<file path="src/rtl/game_fsm_pkg.sv">
// game_fsm_pkg: shared game state codes and default limits, also used by the display stage.
package game_fsm_pkg;

    typedef enum logic [3:0] {
        TITLE    = 4'd0,
        STAFF    = 4'd1,
        STAGE1   = 4'd2,
        SUCCESS1 = 4'd3,
        STAGE2   = 4'd4,
        SUCCESS2 = 4'd5,
        STAGE3   = 4'd6,
        SUCCESS3 = 4'd7,
        FAIL     = 4'd8
    } state_t;

    localparam int MAX_HEART_DEF     = 3;
    localparam int STAGE_SECONDS_DEF = 60;

    function automatic logic is_stage(state_t s);
        return s inside {STAGE1, STAGE2, STAGE3};
    endfunction

endpackage

</file>
<file path="src/rtl/game_timer.sv">
// game_timer: frame-to-second divider plus stage seconds down-counter.
//   clk, rst    : clock, asynchronous active-high reset
//   load        : reload seconds to STAGE_SECONDS and clear the frame divider
//   run         : count frame ticks (high while a stage is being played)
//   frame_tick  : one pulse per displayed frame
//   secs        : remaining seconds (registered)
//   expire      : combinational pulse on the tick that takes secs from 1 to 0
module game_timer #(
    parameter int FRAMES_PER_SEC = 60,
    parameter int STAGE_SECONDS  = 60
) (
    input  logic       clk,
    input  logic       rst,
    input  logic       load,
    input  logic       run,
    input  logic       frame_tick,
    output logic [5:0] secs,
    output logic       expire
);

    localparam int FW = $clog2(FRAMES_PER_SEC + 1);

    logic [FW-1:0] frame_cnt;
    logic          wrap;

    assign wrap   = run && frame_tick && frame_cnt == FW'(FRAMES_PER_SEC - 1);
    // Expire is combinational so the FSM can enter FAIL on the same edge secs hits 0.
    assign expire = wrap && secs == 6'd1;

    always_ff @(posedge clk or posedge rst) begin
        if (rst) begin
            secs      <= 6'(STAGE_SECONDS);
            frame_cnt <= '0;
        end else if (load) begin
            secs      <= 6'(STAGE_SECONDS);
            frame_cnt <= '0;
        end else if (run && frame_tick) begin
            frame_cnt <= wrap ? '0 : frame_cnt + 1'b1;
            if (wrap && secs != 6'd0)
                secs <= secs - 6'd1;
        end
    end

endmodule

</file>
<file path="src/rtl/game_fsm.sv">
// game_fsm: top-level game flow controller (title, stages, success screens, fail).
//   clk, rst               : clock, asynchronous active-high reset
//   frame_tick             : one pulse per displayed frame
//   btn_start, btn_staff   : debounced button pulses
//   key_pickup, door_enter : player touched key / door
//   hit                    : player touched a hazard
//   state                  : current game state code
//   heart                  : remaining hearts
//   key_find, isLocked     : key collected / door still locked
//   time_left              : remaining stage seconds
//   play_valid             : a stage is being played
module game_fsm
    import game_fsm_pkg::*;
#(
    parameter int FRAMES_PER_SEC = 60,
    parameter int STAGE_SECONDS  = STAGE_SECONDS_DEF,
    parameter int SUCCESS_FRAMES = 120,
    parameter int INVULN_FRAMES  = 30,
    parameter int MAX_HEART      = MAX_HEART_DEF
) (
    input  logic       clk,
    input  logic       rst,
    input  logic       frame_tick,
    input  logic       btn_start,
    input  logic       btn_staff,
    input  logic       key_pickup,
    input  logic       door_enter,
    input  logic       hit,
    output logic [3:0] state,
    output logic [1:0] heart,
    output logic       key_find,
    output logic       isLocked,
    output logic [5:0] time_left,
    output logic       play_valid
);

    localparam int IW = $clog2(INVULN_FRAMES + 2);
    localparam int SW = $clog2(SUCCESS_FRAMES + 1);

    state_t        cur, nxt;
    logic [1:0]    heart_d;
    logic          key_d;
    logic [IW-1:0] inv, inv_d;
    logic [SW-1:0] succ, succ_d;
    logic          load, expire, door_ok, hit_ok;

    game_timer #(
        .FRAMES_PER_SEC(FRAMES_PER_SEC),
        .STAGE_SECONDS (STAGE_SECONDS)
    ) u_timer (
        .clk       (clk),
        .rst       (rst),
        .load      (load),
        .run       (is_stage(cur)),
        .frame_tick(frame_tick),
        .secs      (time_left),
        .expire    (expire)
    );

    always_ff @(posedge clk or posedge rst) begin
        if (rst) begin
            cur      <= TITLE;
            heart    <= 2'(MAX_HEART);
            key_find <= 1'b0;
            inv      <= '0;
            succ     <= '0;
        end else begin
            cur      <= nxt;
            heart    <= heart_d;
            key_find <= key_d;
            inv      <= inv_d;
            succ     <= succ_d;
        end
    end

    assign state      = cur;
    assign isLocked   = ~key_find;
    assign play_valid = is_stage(cur);

    always_comb begin
        nxt     = cur;
        heart_d = heart;
        key_d   = key_find;
        inv_d   = inv;
        succ_d  = '0;
        load    = 1'b0;
        door_ok = door_enter && key_find;
        hit_ok  = hit && inv == '0 && heart != 2'd0;
        case (cur)
            TITLE:    nxt = btn_start ? STAGE1 : btn_staff ? STAFF : TITLE;
            STAFF:    nxt = (btn_start || btn_staff) ? TITLE : STAFF;
            STAGE1, STAGE2, STAGE3: begin
                key_d = key_find | key_pickup;
                inv_d = (frame_tick && inv != '0) ? inv - 1'b1 : inv;
                // Stage and success codes are adjacent, so +1 selects SUCCESSn.
                if (door_ok)
                    nxt = state_t'(cur + 4'd1);
                else begin
                    if (hit_ok) begin
                        heart_d = heart - 2'd1;
                        inv_d   = IW'(INVULN_FRAMES);
                    end
                    if ((hit_ok && heart == 2'd1) || expire)
                        nxt = FAIL;
                end
            end
            SUCCESS1, SUCCESS2: begin
                succ_d = frame_tick ? succ + 1'b1 : succ;
                if (frame_tick && succ == SW'(SUCCESS_FRAMES - 1)) begin
                    nxt    = state_t'(cur + 4'd1);
                    succ_d = '0;
                end
            end
            SUCCESS3, FAIL: nxt = btn_start ? TITLE : cur;
            default:  nxt = TITLE;
        endcase
        // Entering any stage restarts its per-stage bookkeeping; hearts refill only for STAGE1.
        if (is_stage(nxt) && nxt != cur) begin
            load  = 1'b1;
            key_d = 1'b0;
            inv_d = '0;
            if (nxt == STAGE1)
                heart_d = 2'(MAX_HEART);
        end
    end

endmodule

</file>
<file path="config.mk">
export PLATFORM = sky130hd
export DESIGN_NAME = game_fsm
export DESIGN_NICKNAME = d
export VERILOG_FILES = /design/src/rtl/game_fsm_pkg.sv /design/src/rtl/game_timer.sv /design/src/rtl/game_fsm.sv
export SDC_FILE = /design/constraint.sdc
export NUM_CORES = 1
export LEC_CHECK = 0
export ABC_AREA = 0
export CORE_MARGIN = 3
export CORE_UTILIZATION = 51
export CTS_BUF_LIST = sky130_fd_sc_hd__clkbuf_4
export DETAILED_ROUTE_END_ITERATION = 10
export HOLD_SLACK_MARGIN = 0.15
export PLACE_DENSITY = 0.76
export RECOVER_POWER = 50
export SETUP_SLACK_MARGIN = 0.1
export SLEW_MARGIN = 0
export SYNTH_ARGS = -nofsm -noshare
export SYNTH_HDL_FRONTEND = slang
export SYNTH_SLANG_ARGS = --single-unit
</file>
<file path="constraint.sdc">
create_clock -name clk -period 5.7 [get_ports clk]
set_clock_uncertainty 0.15 [all_clocks]
set_input_delay 0.57 -clock clk [delete_from_list [all_inputs] [get_ports clk]]
set_output_delay 0.57 -clock clk [all_outputs]
set_load 0.02 [all_outputs]
</file>
# After elaboration in Yosys (flattened, before gate mapping)
# Index checks and enable logic that the tools add are counted.
[word_totals]
input_bits = 8
output_inout_bits = 15
word_cells = 89
register_bits = 31
[classes]
n_reduce_logical = 27
muxes = 30
n_bitwise = 2
addsub = 6
n_eq_ne = 17
[op_table]
columns = ["operator", "n"]
rows = [
  ["two-way mux 6 bit", 6],
  ["two-way mux 5 bit", 5],
  ["== test 4 x 3 -> 1 bit, second input constant", 6],
  ["two-way mux 7 bit", 3],
  ["one-hot mux 4 bit (5 select lines)", 1],
  ["two-way mux 4 bit", 4],
  ["== test 4 x 2 -> 1 bit, second input constant", 3],
  ["two-way mux 2 bit", 6],
  ["logical AND 1 bit", 11],
  ["nonzero test 2 bit", 4],
  ["adder 7 x 1 -> 7 bit, second input constant", 1],
  ["== test 7 bit, second input constant", 1],
  ["adder 6 x 1 -> 6 bit, second input constant", 1],
  ["== test 6 x 1 -> 1 bit, second input constant", 1],
  ["== test 6 bit, second input constant", 1],
  ["nonzero test 3 bit", 2],
  ["nonzero test 6 bit", 1],
  ["subtractor 6 x 1 -> 6 bit, second input constant", 1],
  ["zero test 5 bit", 1],
  ["two-way mux 1 bit", 5],
  ["nonzero test 5 bit", 1],
  ["subtractor 5 x 1 -> 5 bit, second input constant", 1],
  ["adder 4 x 1 -> 4 bit, second input constant", 1],
  ["== test 4 x 1 -> 1 bit, second input constant", 1],
  ["other kinds (12)", 14],
]

# Logic depth before layout (Yosys ltp)
# Gate-level depths: netlist of the first run.
[depth]
word_depth = 15
ltp_mapped = 10
depth_no_buf = 8

# Modules after synthesis
# Synthesis of the first run repeated with hierarchy kept, for this count alone.
[hier_totals]
hier_cells = 249
hier_area_um2 = 2297.2
[by_module_without_submodules]
columns = ["module", "cells_each", "seq_area_each_um2", "n_inst", "area_per_inst_um2"]
rows = [
  ["game_fsm", 166, 478.0, 1, 1492.7],
  ["game_timer", 83, 305.3, 1, 804.5],
]

# Least setup slack after synthesis of the first run
# No wires, ideal clock.
[synth_path]
path_type = "register to register"
start = "register cur[1] (netlist: state[1])"
end = "register inv[4]"
n_path_buf = 1
t_arrival_ns = 2.407
t_required_ns = 5.411
path_slack_ns = 3.004
setup_time_ns = 0.139
path_stages_with_launch = 10
synth_period_minus_slack_ns = 2.696
cell_sequence = "dfrtp_1 -> inv_1 -> ha_1 -> a21oi_1 -> nor2_1 -> nand2_1 -> o311ai_2 -> a211o_1 -> buf_6 -> a32oi_2"
[synth_via]
elab_chain_cells = 13
word_cells_on_any_way = 31
classes_between = "add/sub (1); eq/ne (12); mux (6); reduce/logical (12)"
[synth_lines]
columns = ["element", "line", "text"]
rows = [
  ["from (decl)", "game_fsm.sv:40", "state_t cur, nxt;"],
  ["from (signal assigned)", "game_fsm.sv:68", "cur <= nxt;"],
  ["== test 4 x 2 -> 1 bit / == test 4 x 3 -> 1 bit (equally long branches)", "--", ""],
  ["nonzero test 3 bit (*)", "--", ""],
  ["net play_valid", "game_fsm.sv:34", "output logic play_valid"],
  ["logical AND 1 bit (*) (2 in series)", "game_timer.sv:26", "assign wrap = run && frame_tick && frame_cnt == FW'(FRAMES_PER_SEC - 1);"],
  ["logical AND 1 bit (*)", "game_timer.sv:28", "assign expire = wrap && secs == 6'd1;"],
  ["logical OR 1 bit (*)", "game_fsm.sv:103", "if ((hit_ok && heart == 2'd1) || expire)"],
  ["two-way mux 4 bit (*)", "game_fsm.sv:103", ""],
  ["two-way mux 4 bit (*)", "game_fsm.sv:96", "if (door_ok)"],
  ["one-hot mux 4 bit (5 select lines) (*)", "game_fsm.sv:89", "case (cur)"],
  ["net nxt[1]", "game_fsm.sv:40", ""],
  ["== test 4 x 2 -> 1 bit / == test 4 x 3 -> 1 bit (equally long branches)", "game_fsm_pkg.sv:20", "return s inside {STAGE1, STAGE2, STAGE3};"],
  ["nonzero test 3 bit", "game_fsm_pkg.sv:20", ""],
  ["logical AND 1 bit (*)", "game_fsm.sv:118", "if (is_stage(nxt) && nxt != cur) begin"],
  ["two-way mux 5 bit / nonzero test 2 bit (equally long branches)", "--", ""],
  ["to (signal assigned)", "game_fsm.sv:71", "inv <= inv_d;"],
  ["to (decl)", "game_fsm.sv:43", "logic [IW-1:0] inv, inv_d;"],
]
# The timed path passes the listed nets; every way through them passes the cells marked *.
# A chain may end at the register's enable or synchronous reset.

# Final worst setup path of the first run
[layout_path]
start = "register cur[1] (netlist: state[1])"
end = "output port play_valid"
[layout_via]
elab_chain_cells = 2
word_cells_on_any_way = 4
classes_between = "eq/ne (3); reduce/logical (1)"
[layout_lines]
columns = ["element", "line"]
rows = [
  ["== test 4 x 2 -> 1 bit / == test 4 x 3 -> 1 bit (equally long branches)", "game_fsm_pkg.sv:20"],
  ["nonzero test 3 bit (*)", "game_fsm_pkg.sv:20"],
  ["to (decl)", "game_fsm.sv:34"],
]
# Every way passes the cells marked *; elsewhere a longest branch is shown, timed or not.

==> flow_metrics.py, run 1 <==
metrics = {
    "run_status": {
        "status": "finished, violations left",
        "failed_checks": "capacitance limit, slew limit",
    },
    "routing": {
        "detail-route-antenna-nets": 0,
        "detail_route.vias_per_cell": 6.22,
        "drt_drc_violations_left": 0,
        "routed-via-count": 2010,
        "first_iter_violations": 182,
        "route.final.wire_length_mm": 5.08,
        "detail_route.wl_per_cell_um": 15.7,
        "dr.pass1.iters": 4,
    },
    "synthesis": {
        "synthesis.instances": 252,
        "avgSynthCellArea_um2": 9.40,
        "synth_area_um2": 2370,
        "async_reset_ff_frac": 1.00,
        "seq_area_frac_synth": 0.331,
        "cell_variety_after_synth": 64,
        "synth.ff_latch_count": 31,
        "synth.yosys.warnings": 0,
        "synth_edf_count": 0,
        "post_synth_net_total": 273,
        "dominantRegCellSynth": "dfrtp_1",
    },
    "die": {
        "floorplan.die_area_um2": 5500,
        "effective_utilization_at_floorplan": 0.537,
        "fp.dieW_um": 74.2,
        "i_o_pin_count": 23,
        "fp.coreArea_um2": 4410,
        "row_count": 24,
        "die_height_um": 74.2,
    },
    "critical_path": {
        "worst_setup_path_start_kind": "register",
        "worst-setup-path-type": "reg2out",
        "critPathArrivalTime_ps": 2570,
        "required_ps": 4980,
        "worst_setup_path_end_kind": "output pin",
        "critical_path_peak_fanout": 8,
    },
    "layout": {
        "final_layout_size_suffix_gt1_frac": 0.122,
        "utilization": 0.592,
        "num-fill-cells": 383,
        "number_of_nets_in_the_finished_design": 291,
        "syn_to_final_growth_pct": 10.2,
        "final_common_cell": "dfrtp_1",
        "layout.cells.most_common_list": "dfrtp_1, nor2_1, clkdlybuf4s50_1, nand2_1",
        "number_of_diodes_added_for_antenna_fixing": 0,
    },
    "timing": {
        "worst_slack_setup_final_ps": 2410,
        "max_slew_margin": -0.0999,
        "time_the_final_worst_path_needs_with_i_o_delays_and_setup_ps": 3290,
        "setup_viol_count_final": 0,
        "final_hold_viol_count": 0,
        "maxClockFrequency_mhz": 304,
        "rsz_0062_raised_after_global_routing": "no",
        "worst_slew_pin_slew_ps": 1650,
        "fin_tns_setup_ps": 0,
        "slew_violations": 32,
        "period_share": 0.577,
    },
    "hold_path": {
        "hp-class": "reg2reg",
    },
    "grt": {
        "global_route.peak_usage_layer": "met2",
        "grt_overflow": 0,
        "m3_gr_usage": 0.0486,
        "gr-usage-all-layers": 0.198,
        "number_of_antenna_violations_at_the_first_check_in_global_routing": 0,
        "grtUsageMet1": 0.269,
        "grt_start_max_net_pins": 32,
        "grt_first_pass_wirelength_mm": 8.33,
        "via_count_of_the_first_global_routing_pass": 1802,
        "global_route.usage.met2": 0.297,
    },
    "placement": {
        "place_ws_ps": 2420,
        "place_congestion": 0.868,
        "dpl_hpwl_mm": 3.72,
        "buffers_added_on_ports": 22,
    },
    "clocking": {
        "cts_tree": "built",
        "cts_root_buf": "clkbuf_4",
        "cts-root-to-sink-buffers": 2,
        "clock_insertion_delay_worst_skew_ps": 340,
        "cts.hold.buffers_added": 0,
        "clock_sink_count": 31,
        "numCtsBuffers": 5,
        "cts_setup_buffers": 0,
        "htree_levels": 2,
        "cts.reportedPaths.clkPinSlew_ps": 100,
        "ctsResizeCount": 0,
    },
    "flow_run": {
        "maxCapViolations": 1,
    },
    "pwr": {
        "static-leakage-power_nw": 1.09,
        "cellPowerDensity_nw_per_um2": 468,
        "peakVddDrop_mv": 0.211,
    },
}
-- cells in the mapped netlist (7+ instances only) --
master | number | area [µm²]
nand2_1 | 16 | 60.1
nor2_1 | 21 | 78.8
dfrtp_1 | 25 | 626
o21ai_0 | 7 | 35.0
ha_1 | 13 | 163
a21oi_1 | 14 | 70.1
inv_1 | 14 | 52.6
nand3_1 | 8 | 40.0
nor4_1 | 9 | 56.3
nor3_1 | 8 | 40.0
xnor2_1 | 7 | 61.3
o31ai_1 | 7 | 52.6
-- critical path: stages (launching register included) --
cell and delay, ps:
dfrtp_1 490, inv_1 200, ha_1 330, a21oi_1 170
nor2_1 350, clkdlybuf4s50_1 680
-- area by class of cell --
cell class / instances / area [µm²] / area share
clock buffers: 6 / 45.0 / 0.0172
flip-flops and latches: 31 / 783 / 0.300
inverters: 14 / 52.6 / 0.0201
repair buffers: 23 / 224 / 0.0858
multi-input cells: 195 / 1430 / 0.547
clock inverters: 2 / 12.5 / 0.00479
well taps: 52 / 65.1 / 0.0249
-- final timing paths --
| path | start | to | slack (ps) | cells past startpoint |
|---|---|---|---|---|
| worst max-delay path | state[1] | play_valid | 2410 | 5 |
| min in group asynchronous | rst | inv[2] | 1080 | 3 |
| worst max register to register | state[1] | inv[1] | 2560 | 8 |
| worst min-delay path | heart[1] | heart[1] | 430 | 2 |
| max in group asynchronous | rst | u_timer.frame_cnt[3] | 3360 | 3 |
| worst min register to register | heart[1] | heart[1] | 430 | 2 |
-- where the power goes --
| part | switching (mW) | internal (mW) |
|---|---|---|
| logic | 0.433 | 0.274 |
| clock network | 0.0817 | 0.0523 |
| registers | 0.0852 | 0.296 |
| total | 0.600 | 0.622 |
-- logic make-up after synthesis --
family	synth area share
buffers and inverters	0.0612
flip-flops	0.331
multiplexers	0.0264
XOR/XNOR	0.0407
adder cells (fa/ha/maj)	0.0686
AO/OA/AOI/OAI	0.242
AND/OR/NAND/NOR	0.230
-- flip-flops by register name (all words and copies together), names as in the netlist --
signal             flops
u_timer.secs           6
heart                  2
key_find               1
inv                    5
state                  4
succ                   7
u_timer.frame_cnt      6
-- layer usage --
metal  vias up  part of all wire
met5         -                 0
met4         0             0.024
met3        15             0.050
met2        71              0.45
met1       939              0.48
li1        985                 -
-- per-stage QoR --
step                instances  hold slack [ps]  area (µm²)  total power, mW
floorplan                 252              385        2370            0.924
global placement          315              400        2570             1.08
detailed placement        315              422        2570             1.09
CTS                       323              428        2630             1.23
global route              323              462        2610             1.31
finish                    323              433        2610             1.22
Power figures use the tool's default switching activity.
==> inputs of run 2 (changes only) <==
--- a/config.mk
+++ b/config.mk
@@ -11,7 +11,7 @@
 export CTS_BUF_LIST = sky130_fd_sc_hd__clkbuf_4
 export DETAILED_ROUTE_END_ITERATION = 10
 export HOLD_SLACK_MARGIN = 0.15
-export PLACE_DENSITY = 0.76
+export PLACE_DENSITY = 0.79
 export RECOVER_POWER = 50
 export SETUP_SLACK_MARGIN = 0.1
 export SLEW_MARGIN = 0
==> constraint.sdc (replaced) <==
create_clock -name clk -period 3 [get_ports clk]
set_clock_uncertainty 0.15 [all_clocks]
set_input_delay 0.3 -clock clk [delete_from_list [all_inputs] [get_ports clk]]
set_output_delay 0.3 -clock clk [all_outputs]
set_load 0.02 [all_outputs]
==> flow_metrics.py, run 2 (synthesized netlist as in run 1, its figures left out) <==
metrics = {
    "run_status": {
        "status": "finished, violations left",
        "failed_checks": "capacitance limit, slew limit",
    },
    "clocking": {
        "clock_insertion_delay_worst_skew_ps": 340,
        "cts.reportedPaths.clkPinSlew_ps": 90,
        "cts_root_buf": "clkbuf_4",
        "cts.hold.buffers_added": 0,
        "cts_tree": "built",
        "htree_levels": 2,
        "cts-root-to-sink-buffers": 2,
        "clock_sink_count": 31,
        "numCtsBuffers": 5,
    },
    "timing": {
        "time_the_final_worst_path_needs_with_i_o_delays_and_setup_ps": 2770,
        "maxClockFrequency_mhz": 362,
        "max_slew_margin": -0.117,
        "worst_slew_pin_slew_ps": 1680,
        "slew_violations": 32,
        "rsz_0062_raised_after_global_routing": "no",
        "setup_viol_count_final": 0,
        "fin_tns_setup_ps": 0,
        "final_hold_viol_count": 0,
        "period_share": 0.922,
    },
    "pwr": {
        "total_power_of_the_final_layout_mw": 2.47,
        "static-leakage-power_nw": 1.15,
        "cellPowerDensity_nw_per_um2": 911,
        "peakVddDrop_mv": 0.452,
    },
    "routing": {
        "detail_route.wl_per_cell_um": 15.9,
        "detail-route-antenna-nets": 0,
        "first_iter_violations": 204,
        "routed-wl-met3_um": 308,
        "route.final.wire_length_mm": 5.26,
        "route.top_layer_used": "met4",
        "dr.pass1.iters": 5,
        "drt_drc_violations_left": 0,
        "detail_route.vias_per_cell": 6.25,
        "routed-via-count": 2070,
        "dr_wl_met2_mm": 2.40,
        "m1WireLength_mm": 2.46,
    },
    "critical_path": {
        "worst-setup-path-type": "reg2reg",
        "cell_family_contributing_the_most_delay_on_the_critical_path": "compound AO/OA/AOI/OAI gates",
        "worst_setup_path_start_kind": "register",
        "critical_path_peak_fanout": 14,
        "critPathArrivalTime_ps": 2860,
        "timing.critical_path.slowest_cell_delay_ps": 490,
        "cpMaxStageDelayCell": "dfrtp_1",
        "cp.buffers_inverters": 2,
        "crit_path_cell_trace": "inv_1 > ha_1 > nor2b_1 > and3_1 > nor3_4 > o311ai_2 > a211o_1 > buf_12 > a32oi_1",
        "required_ps": 3100,
        "worst_setup_path_end_kind": "register",
    },
    "grt": {
        "via_count_of_the_first_global_routing_pass": 1884,
        "grt_start_max_net_pins": 32,
        "number_of_antenna_violations_at_the_first_check_in_global_routing": 0,
        "gr-usage-all-layers": 0.206,
        "grt_first_pass_wirelength_mm": 8.83,
        "grt_overflow": 0,
    },
    "flow_run": {
        "maxCapViolations": 1,
    },
    "layout": {
        "final_common_cell": "dfrtp_1",
        "syn_to_final_growth_pct": 14.4,
        "top_regs": "succ x7, u_timer.frame_cnt x6, u_timer.secs x6",
        "final_layout_size_suffix_gt1_frac": 0.158,
        "number_of_diodes_added_for_antenna_fixing": 0,
        "registers.top_by_ff_count": "succ",
        "utilization": 0.614,
        "number_of_nets_in_the_finished_design": 299,
        "layout.cells.most_common_list": "dfrtp_1, nor2_1, clkdlybuf4s50_1, nand2_1",
        "largest_register_ffs": 7,
    },
    "die": {
        "effective_utilization_at_floorplan": 0.537,
        "fp.dieW_um": 74.2,
        "fp.coreArea_um2": 4410,
        "i_o_pin_count": 23,
        "floorplan.die_area_um2": 5500,
        "row_count": 24,
        "die_height_um": 74.2,
    },
    "placement": {
        "place_congestion": 0.953,
        "buffers_added_on_ports": 22,
        "dpl_hpwl_mm": 3.83,
    },
    "hold_path": {
        "hp-class": "in2reg",
    },
}
## run 2: report_power, final
part	leakage [nW]	switching, mW	total, mW	internal, mW
Clock	0.0361	0.145	0.255	0.109
Sequential	0.399	0.162	0.724	0.562
Combinational	0.713	0.857	1.49	0.634
## run 2: metal layers
layer	vias to the layer above	track usage
li1	1005	-
met1	968	0.295
met2	84	0.314
met3	13	0.0432
met4	0	0.0624
met5	-	0
## run 2: through the flow
step                cell area, µm²  instances  setup WS (ps)  hold slack, ps
floorplan                     2370        252            304             249
global placement              2640        323            350             408
detailed placement            2640        323            286             419
CTS                           2700        331            211             188
global route                  2710        331           58.4             447
finish                        2710        331            235             423
## run 2: layout make-up
type / instances / area, µm²
clock buffer: 7 / 52.6
clock inverter: 1 / 5.00
fill: 397 / 1700
inverter: 14 / 52.6
multi-input combinational: 195 / 1460
sequential: 31 / 783
tap: 52 / 65.1
timing repair buffer: 31 / 297
## run 2: worst paths after layout
| check | slack [ps] | end | depth (start not counted) | from |
|---|---|---|---|---|
| min reg2reg | 430 | heart[1] | 2 | heart[1] |
| min | 420 | key_find | 3 | key_pickup |
| max | 230 | inv[3] | 9 | state[0] |
| max in group asynchronous | 900 | u_timer.secs[1] | 3 | rst |
| min in group asynchronous | 820 | u_timer.frame_cnt[2] | 3 | rst |
| max reg2reg | 230 | inv[3] | 9 | state[0] |
## run 2: worst reg2reg max path, stage by stage, from the launching register on
cell      delay, ps
dfrtp_1         490
inv_1           180
ha_1            350
nor2b_1         140
and3_1          230
nor3_4          290
o311ai_2        200
a211o_1         310
buf_12          170
a32oi_1         180
## run 2: repair_timing
item	4_1_cts	5_1_grt
hold endpoints to repair	0	0
setup endpoints to repair	0	15
resized for setup	0	3
buffers inserted	0	0
==> inputs of run 3 (changes only) <==
--- a/config.mk
+++ b/config.mk
@@ -9,6 +9,7 @@
 export CORE_MARGIN = 3
 export CORE_UTILIZATION = 51
 export CTS_BUF_LIST = sky130_fd_sc_hd__clkbuf_4
+export CTS_CLUSTER_SIZE = 16
 export DETAILED_ROUTE_END_ITERATION = 10
 export HOLD_SLACK_MARGIN = 0.15
 export PLACE_DENSITY = 0.79
@@ -17,4 +18,5 @@
 export SLEW_MARGIN = 0
 export SYNTH_ARGS = -nofsm -noshare
 export SYNTH_HDL_FRONTEND = slang
+export SYNTH_HIERARCHICAL = 1
 export SYNTH_SLANG_ARGS = --single-unit
==> flow_metrics.py, run 3 <==
metrics = {
    "synthesis": {
        "synth_cell_count_leaders": "dfrtp_1, nor2_1, a21oi_1, inv_1, ha_1",
        "cell_variety_after_synth": 65,
        "seq_area_frac_synth": 0.341,
        "avgSynthCellArea_um2": 9.23,
        "synth_edf_count": 0,
        "synth_area_leader_cell": "dfrtp_1",
        "synthesis.instances": 249,
        "async_reset_ff_frac": 1.00,
        "post_synth_net_total": 270,
        "synth.yosys.warnings": 6,
        "dominantRegCellSynth": "dfrtp_1",
        "netlist.area_leader.share": 0.272,
        "ys_top_cells_by_area": "dfrtp_1, ha_1, dfstp_2",
        "synth_area_um2": 2300,
        "synth.ff_latch_count": 31,
        "post-synth-top-count-cell": "dfrtp_1",
    },
    "layout": {
        "final_layout_size_suffix_gt1_frac": 0.379,
        "area.sequential_um2": 786,
        "largest_register_ffs": 7,
        "utilization": 0.789,
        "registers.top_by_ff_count": "succ",
        "number_of_nets_in_the_finished_design": 358,
        "syn_to_final_growth_pct": 43.4,
        "number_of_diodes_added_for_antenna_fixing": 0,
        "layout.cells.most_common_list": "buf_4, dfrtp_1, nor2_1, clkdlybuf4s50_1, inv_1",
        "final_common_cell": "buf_4",
        "top_regs": "succ x7, u_timer/frame_cnt x6, u_timer/secs x6",
        "multi_input_gate_area_in_the_final_layout_um2": 1560,
        "num-fill-cells": 244,
    },
    "die": {
        "row_count": 23,
        "fp.dieW_um": 73.1,
        "effective_utilization_at_floorplan": 0.551,
        "floorplan.die_area_um2": 5350,
        "i_o_pin_count": 23,
        "die_height_um": 73.1,
        "fp.coreArea_um2": 4170,
    },
    "timing": {
        "slew_violations": 0,
        "time_the_final_worst_path_needs_with_i_o_delays_and_setup_ps": 3240,
        "period_share": 1.08,
        "setup_viol_count_final": 8,
        "final_hold_viol_count": 0,
        "worst_slew_pin_slew_ps": 774,
        "worst_slack_setup_final_ps": -237,
        "rsz_0062_raised_after_global_routing": "yes",
        "maxClockFrequency_mhz": 309,
        "fin_tns_setup_ps": -908,
        "max_slew_margin": 0.483,
    },
    "grt": {
        "via_count_of_the_first_global_routing_pass": 2283,
        "grt_overflow": 0,
        "number_of_antenna_violations_at_the_first_check_in_global_routing": 0,
        "grt_first_pass_wirelength_mm": 10.4,
        "gr-usage-all-layers": 0.248,
        "grt_start_max_net_pins": 20,
    },
    "routing": {
        "routed-wl-met3_um": 342,
        "m1WireLength_mm": 2.83,
        "dr_wl_met2_mm": 3.26,
        "detail-route-antenna-nets": 0,
        "drt_drc_violations_left": 0,
        "detail_route.vias_per_cell": 6.00,
        "first_iter_violations": 209,
        "route.final.wire_length_mm": 6.60,
        "dr.pass1.iters": 4,
        "route.top_layer_used": "met4",
        "detail_route.wl_per_cell_um": 17.0,
        "routed-via-count": 2327,
    },
    "clocking": {
        "numCtsBuffers": 5,
        "htree_levels": 2,
        "cts_root_buf": "clkbuf_4",
        "cts.reportedPaths.clkPinSlew_ps": 100,
        "clock_insertion_delay_worst_skew_ps": 340,
        "cts_tree": "built",
        "clock_sink_count": 31,
        "cts-root-to-sink-buffers": 2,
    },
    "critical_path": {
        "timing.reg2reg.setup_slack_ps": -240,
        "critPathArrivalTime_ps": 3330,
        "worst_setup_path_end_kind": "register",
        "crit-reg2reg-launch": "state[1]",
        "required_ps": 3100,
        "critical_path_peak_fanout": 4,
        "crit-reg2reg-capture": "u_timer/frame_cnt[5]",
        "rr_worst_depth": 15,
        "worst_setup_path_start_kind": "register",
        "worst-setup-path-type": "reg2reg",
    },
    "hold_path": {
        "worstHoldEndpoint": "succ[3]",
        "hp-class": "reg2reg",
        "min_from": "succ[3]",
        "timing.hold.worst_path_depth": 2,
    },
    "placement": {
        "buffers_added_on_ports": 22,
        "place_congestion": 0.901,
        "dpl_hpwl_mm": 4.45,
        "place_ws_ps": -378,
    },
    "pwr": {
        "power.net_switching_mw": 1.10,
        "power.share.combinational": 0.658,
        "static-leakage-power_nw": 1.45,
        "peakVddDrop_mv": 0.614,
        "clock_network_fraction_of_total_power": 0.094,
        "reg_power_frac": 0.248,
        "sw_frac_of_total": 0.418,
        "power.internal_mw": 1.53,
        "cellPowerDensity_nw_per_um2": 796,
    },
    "run_status": {
        "status": "finished, violations left",
        "failed_checks": "setup timing",
    },
    "flow_run": {
        "maxCapViolations": 0,
    },
}
-- run 3: cell count changes after synthesis, moves of 4 or more --
cell,previous run,this run
a31oi_2,6,0
buf_6,5,0
o31ai_1,7,0
a21oi_1,14,18
nor4_1,9,5
xnor2_1,7,2
nand3b_1,2,7
inv_1,14,18
nand2_1,16,12
a31oi_1,5,1
-- run 3: logic make-up after synthesis --
kind of cell | synth area share
AO/OA/AOI/OAI | 0.211
XOR/XNOR | 0.0153
adder cells (fa/ha/maj) | 0.0708
buffers and inverters | 0.0496
flip-flops | 0.341
multiplexers | 0.0316
AND/OR/NAND/NOR | 0.281
-- run 3: how the worst max path moves through the flow --
stage                                 to  slack (ps)        from  cells after the start
floorplan           u_timer/frame_cnt[5]        -750    state[1]                     16
global placement    u_timer/frame_cnt[5]        -280  frame_tick                     11
detailed placement  u_timer/frame_cnt[5]        -380    state[1]                     15
CTS                 u_timer/frame_cnt[5]        -210    state[1]                     15
global route        u_timer/frame_cnt[3]        -360    state[1]                     16
finish              u_timer/frame_cnt[5]        -240    state[1]                     15
-- run 3: critical path: stages, from the launching register on --
cell       delay, ps
dfrtp_2          420
inv_2             70
ha_4             160
a21oi_4          160
nor2_4            70
nand4_4          110
nor2_4            40
and4_4           180
a31o_4           210
a211o_1          290
a2111oi_4        210
o2111ai_2        150
and2_4           210
or3b_4           370
o32a_1           300
o41ai_2           50
-- run 3: metrics by stage --
stage,instances,cell area [µm²],power (mW),hold WS (ps)
2_1_floorplan,249,2370,1.50,11.8
6_report,388,3290,2.62,449
4_1_cts,382,3170,2.47,448
3_3_place_gp,365,2990,2.05,419
5_1_grt,388,3290,2.80,506
3_5_place_dp,365,2990,2.10,427
-- run 3: cell type report --
class                           instances  area share
Multi-Input combinational cell        191       0.473
Sequential cell                        31       0.239
Clock inverter                          2     0.00266
Tap cell                               50      0.0190
Clock buffer                            6      0.0137
Timing Repair Buffer                   90       0.232
Inverter                               18      0.0213
-- run 3: timing repair --
item	in CTS	in global routing
hold endpoints to repair	3	0
gates resized for setup	10	20
hold buffers	1	0
pin swaps	3	7
cloned	0	0
buffers inserted	10	6
endpoints found under the setup margin	14	20
-- run 3: routing by layer --
layer	GRT usage	vias up
met1	0.314	1134
met3	0.0606	21
met5	0	-
met4	0.0820	0
li1	-	1106
met2	0.413	66
-- run 3: power groups by stage --
stage	Combinational, mW	Clock [mW]	Sequential (mW)
2_1_floorplan	0.746	0	0.751
3_3_place_gp	1.40	0	0.650
3_5_place_dp	1.44	0	0.657
4_1_cts	1.57	0.251	0.648
5_1_grt	1.85	0.275	0.668
6_report	1.72	0.247	0.651
